<file path="src/rtl/mem_arb_pkg.sv">
// Shared types and constants for the two-port memory arbiter.
package mem_arb_pkg;

  localparam int NUM_REQ  = 2;
  localparam int REQ_ID_W = 1;

  // Response FSM: S_RESP means a response is due this cycle
  typedef enum logic {
    S_IDLE = 1'b0,
    S_RESP = 1'b1
  } arb_state_t;

  typedef logic [REQ_ID_W-1:0] req_id_t;

  localparam req_id_t REQ0 = 1'b0;
  localparam req_id_t REQ1 = 1'b1;

  // The requester that is not 'id'
  function automatic req_id_t other_req(input req_id_t id);
    return (id == REQ0) ? REQ1 : REQ0;
  endfunction

endpackage

</file>
<file path="src/rtl/mem_arbiter.sv">
// Two-requester arbiter in front of one port of a synchronous read-first RAM.
// One access per cycle, response one cycle after acceptance carrying ram_q.
// Build option: define MEM_ARB_ROUND_ROBIN_EN for alternating conflict
// priority; otherwise requester 0 always wins a conflict.
module mem_arbiter
  import mem_arb_pkg::*;
#(
  parameter int DWIDTH = 32,
  parameter int AWIDTH = 10
) (
  input  logic              clk,
  input  logic              rst_n,
  input  logic              req0_valid,
  output logic              req0_ready,
  input  logic              req0_we,
  input  logic [AWIDTH-1:0] req0_addr,
  input  logic [DWIDTH-1:0] req0_wdata,
  output logic              rsp0_valid,
  output logic [DWIDTH-1:0] rsp0_rdata,
  input  logic              req1_valid,
  output logic              req1_ready,
  input  logic              req1_we,
  input  logic [AWIDTH-1:0] req1_addr,
  input  logic [DWIDTH-1:0] req1_wdata,
  output logic              rsp1_valid,
  output logic [DWIDTH-1:0] rsp1_rdata,
  output logic [AWIDTH-1:0] ram_addr,
  output logic [DWIDTH-1:0] ram_d,
  output logic              ram_we,
  input  logic [DWIDTH-1:0] ram_q
);

  logic       w_conflict;
  logic       w_prio1;
  logic       w_gnt0;
  logic       w_gnt1;
  logic       w_accept;
  req_id_t    w_acc_id;
  arb_state_t r_state;
  arb_state_t w_state_nxt;
  req_id_t    r_owner;
  req_id_t    w_owner_nxt;

`ifdef MEM_ARB_ROUND_ROBIN_EN
  req_id_t r_prio;

  // Conflict-winner pointer; moves to the loser only when a conflict is granted
  always_ff @(posedge clk or negedge rst_n) begin
    if (!rst_n)          r_prio <= REQ0;
    else if (w_conflict) r_prio <= other_req(r_prio);
  end

  assign w_prio1 = (r_prio == REQ1);
`else
  assign w_prio1 = 1'b0;
`endif

  // Grant: a lone requester always wins; a conflict goes to the priority holder.
  // Gated by rst_n so nothing is granted while reset is asserted.
  always_comb begin
    w_conflict = rst_n & req0_valid & req1_valid;
    w_gnt0     = rst_n & req0_valid & (~req1_valid | ~w_prio1);
    w_gnt1     = rst_n & req1_valid & (~req0_valid |  w_prio1);
    w_accept   = w_gnt0 | w_gnt1;
    w_acc_id   = w_gnt1 ? REQ1 : REQ0;
  end

  assign req0_ready = w_gnt0;
  assign req1_ready = w_gnt1;

  // RAM port follows the granted requester in the same cycle
  always_comb begin
    ram_addr = '0;
    ram_d    = '0;
    ram_we   = 1'b0;
    if (w_gnt0) begin
      ram_addr = req0_addr;
      ram_d    = req0_wdata;
      ram_we   = req0_we;
    end else if (w_gnt1) begin
      ram_addr = req1_addr;
      ram_d    = req1_wdata;
      ram_we   = req1_we;
    end
  end

  // FSM state register: remembers whether a response is due and for whom.
  // Async reset drops any pending response.
  always_ff @(posedge clk or negedge rst_n) begin
    if (!rst_n) begin
      r_state <= S_IDLE;
      r_owner <= REQ0;
    end else begin
      r_state <= w_state_nxt;
      r_owner <= w_owner_nxt;
    end
  end

  // FSM next state: every accept schedules a response for the next cycle
  always_comb begin
    w_state_nxt = S_IDLE;
    w_owner_nxt = r_owner;
    case (r_state)
      S_IDLE: if (w_accept) begin
        w_state_nxt = S_RESP;
        w_owner_nxt = w_acc_id;
      end
      S_RESP: if (w_accept) begin
        w_state_nxt = S_RESP;
        w_owner_nxt = w_acc_id;
      end
      default: w_state_nxt = S_IDLE;
    endcase
  end

  // FSM outputs: one-cycle strobe to the owner, rdata zero when not strobed
  always_comb begin
    rsp0_valid = rst_n & (r_state == S_RESP) & (r_owner == REQ0);
    rsp1_valid = rst_n & (r_state == S_RESP) & (r_owner == REQ1);
    rsp0_rdata = rsp0_valid ? ram_q : '0;
    rsp1_rdata = rsp1_valid ? ram_q : '0;
  end

endmodule
</file>
<file path="config.mk">
export PLATFORM = sky130hd
export DESIGN_NAME = mem_arbiter
export DESIGN_NICKNAME = d
export VERILOG_FILES = /design/src/rtl/mem_arb_pkg.sv /design/src/rtl/mem_arbiter.sv
export SDC_FILE = /design/constraint.sdc
export NUM_CORES = 1
export LEC_CHECK = 0
export BUFFER_PORTS_ARGS = -buffer_cell sky130_fd_sc_hd__clkbuf_2
export CAP_MARGIN = 20
export CORE_AREA = 10 10 83 85
export DETAILED_ROUTE_END_ITERATION = 8
export DIE_AREA = 0 0 93 95
export GPL_TIMING_DRIVEN = 0
export PLACE_DENSITY = 0.89
export SLEW_MARGIN = 5
export SYNTH_ARGS = -nofsm -noshare
export SYNTH_HDL_FRONTEND = slang
export SYNTH_SLANG_ARGS = --single-unit
</file>
<file path="constraint.sdc">
create_clock -name clk -period 1.4 [get_ports clk]
set_input_delay 0 -clock clk [delete_from_list [all_inputs] [get_ports clk]]
set_output_delay 0 -clock clk [all_outputs]
set_load 0.01 [all_outputs]
</file>
==> impl_metrics.csv <==
group,metric,value,unit
pwr,leakage,1.59,nW
global_route,grt_pass1_vias,2790,
final_layout,n_antenna_cell,0,
worst_setup_path,worstSetupPathType,"register to output port",
final_layout,num-nets-final,623,
worst_setup_path,timing.rr.end,"r_owner",
worst_setup_path,critPathRequiredTime,1.40,ns
sta,period_minus_slack,1.33,ns
clock_tree,cts_sinks,2,
worst_setup_path,worstPathArrival,1.33,ns
die,die-area,0.00884,mm2
place,io_buffers,231,
clock_tree,cts_made_buffers,3,
run_status,status,"finished, final reports clean",
logic_synthesis,netlist_area,0.00136,mm2
sta,fin_crit_sh,95.2,%
final_layout,finalInstanceArea,0.00267,mm2
pwr,pwr-share-clk,21.9,%
global_route,grt_pass1_wl,13.4,mm
clock_tree,cts_tree,"built",
sta,worstMarginPinSlew,0.218,ns
worst_setup_path,worstRegToRegCells,2,
detailed_routing,drt_iter0_markers,83,
die,initial_core_util,25.4,%
final_layout,syn2layout_area_growth,96.6,%
final_layout,nFillCells,531,
worst_setup_path,path_max_fanout,10,
sta,relSlewSlack,85.4,%
detailed_routing,vias,2686,
worst_setup_path,r2r_start,"r_owner",
clock_tree,clock_path_buffers,2,
clock_tree,h-tree-depth,1,
logic_synthesis,synth_area_per_cell,5.14,um2
pwr,peakVddDrop,0.000226,V
die,num_rows,27,
hold_path,min_path_type,"input pin to async pin",
logic_synthesis,synth_cell_type_count,14,
logic_synthesis,ys_seq_area_share,3.69,%
pwr,pwr-share-seq,6.4,%
worst_setup_path,crit_end,"rsp0_rdata[12]",
sta,tns,0,ns
place,dp_hpwl,7.92,mm
pwr,p_int,594,uW
worst_setup_path,cp_common_cell,"buf_2",
worst_setup_path,ff2ff_setup_slack,0.74,ns
logic_synthesis,yosysTopAreaCellShare,22.1,%
global_route,grt_usage,18.3,%
global_route,grt_antenna_before_repair,0,
logic_synthesis,yosysWarnings,0,
worst_setup_path,cpPeakStageDelay,0.38,ns
die,die_h,95,um
pwr,power_frac_comb,71.7,%
pwr,powerDensity,393,mW/mm2
sta,hold_viol,0,
final_layout,utilization,50.0,%
logic_synthesis,synth_area_leaders,"nand3b_1 22%, nand2_1 20%, nor2_1 19%, a21oi_1 15%, buf_2 6.6%",
sta,rsz0062_at_grt,"no",
die,ios,233,
detailed_routing,ant_nets,0,
place,dpl_cell_area,0.00260,mm2
pwr,p_total,1.05,mW
sta,slew_viol_final,0,
worst_setup_path,critPathSlowestCell,"dfrtp_1",
global_route,grt_max_degree,11,
worst_setup_path,crit_path_start,"r_owner",
die,core_area,0.00534,mm2
sta,finClkSkew,0,ns
detailed_routing,drcViolationCount,0,
detailed_routing,vias_per_cell,4.70,
final_layout,drive_above_1_share,53.5,%
run,cap_violations,0,
worst_setup_path,cp-start-kind,"register",
logic_synthesis,synth_fp_nets,386,
place,routabilityCongestion,0.947,
clock_tree,cts_setup_buffers,0,
detailed_routing,firstDrtPassIters,4,
clock_tree,clkLatencyLatePin,0.21,ns
detailed_routing,detail_route.wl_per_cell,15.9,um
logic_synthesis,syn_inst,264,
die,die_w,93,um
sta,setup_violations,0,
clock_tree,clkTransAtPathRegs,0.03,ns
worst_setup_path,cp-end-kind,"output port",
logic_synthesis,synth-seq-cells,2,
clock_tree,clockRootBuffer,"clkbuf_8",
pwr,switching_share,43.4,%
pwr,net-switching-power,455,uW
sta,fmax,0.750,GHz
detailed_routing,routed_wl,9.07,mm
global_route,grt-ovfl-total,0,
logic_synthesis,yosysTopAreaCell,"nand3b_1",
worst_setup_path,crit_chain,"nand2b_1, buf_2, buf_4, nor2_1, buf_2",
-- critical path: cells and delay by family, from the launching register on --
family / cells / cell delay [ns]
buf+inv: 3 / 0.49
flops: 1 / 0.38
simple gates: 2 / 0.25
-- metrics by stage --
stage                     cells  worst slack, ns  hold slack (ns)
after CTS                   571           0.0434            0.136
after detailed placement    567            0.269           -0.199
after global placement      567            0.293           -0.203
after global routing        571          0.00428            0.150
final                       571           0.0670            0.145
after floorplan             264            0.447           -0.296
-- flip-flops by register name (all words and copies together), names as in the netlist --
register,flops
r_owner,1
r_state,1
-- power groups by stage --
stage / combinational [mW] / clock (mW) / sequential, mW
floorplan: 0.377 / 0 / 0.0664
global placement: 0.730 / 0 / 0.0668
detailed placement: 0.746 / 0 / 0.0673
CTS: 0.752 / 0.232 / 0.0668
global route: 0.832 / 0.235 / 0.0681
finish: 0.753 / 0.230 / 0.0669
-- worst min path at each step --
stage,from,endpoint,slack (ns)
global placement,rst_n,r_owner,-0.20
global route,rst_n,r_owner,0.15
finish,rst_n,r_owner,0.14
detailed placement,rst_n,r_state,-0.20
CTS,rst_n,r_owner,0.14
floorplan,rst_n,r_owner,-0.30
-- synth_stat cells --
library cell,count
and2_4,1
buf_4,2
nand2_1,74
clkbuf_4,3
a32o_1,3
inv_2,1
buf_2,18
dfrtp_1,2
nor2b_1,1
nand2b_1,1
buf_6,7
nand3b_1,40
a21oi_1,41
nor2_1,70
-- area by class of cell --
class / instances / area [um2] / share of cell area (%)
Sequential cell: 2 / 50.0 / 1.88
Buffer: 30 / 218 / 8.16
Timing Repair Buffer: 232 / 1170 / 43.7
Tap cell: 72 / 90.1 / 3.38
Inverter: 1 / 3.75 / 0.141
Clock buffer: 3 / 41.3 / 1.55
Multi-Input combinational cell: 231 / 1100 / 41.2
-- repair_timing --
action | CTS | global route
endpoints found under the hold margin | 2 | 0
resized for setup | 0 | 12
hold buffers | 1 | 0
endpoints found under the setup margin | 0 | 11
-- cells in the final DEF (no fill, tap or decap) --
cell	netlist	layout
clkbuf_4	3	3
buf_6	7	8
nand2_1	74	74
clkbuf_2	0	227
buf_2	18	19
and2_4	1	1
dlygate4sd3_1	0	1
dfrtp_1	2	2
nand2b_1	1	1
nor2b_1	1	1
nor2_1	70	69
nand3b_1	40	40
buf_4	2	4
a21oi_1	41	41
nor2_2	0	1
clkbuf_8	0	3
a32o_1	3	3
inv_2	1	1
-- cells by family after synthesis --
logic type | after synthesis | share of synthesized area (%)
compound gates | 44 | 17.3
buf+inv | 31 | 15.5
flops | 2 | 3.69
simple gates | 187 | 63.5
-- per-layer routing --
| layer | up-vias | share of wire (%) | track usage (%) | routed length, um |
|---|---|---|---|---|
| met5 | - | 0 | 0 | 0 |
| met4 | 0 | 1.4 | 4.88 | 131 |
| met3 | 14 | 12 | 8.09 | 1090 |
| met2 | 174 | 51 | 34.9 | 4590 |
| met1 | 1174 | 36 | 17.5 | 3260 |
| li1 | 1324 | - | - | - |
No activity file was read; power rests on OpenSTA's default activity.
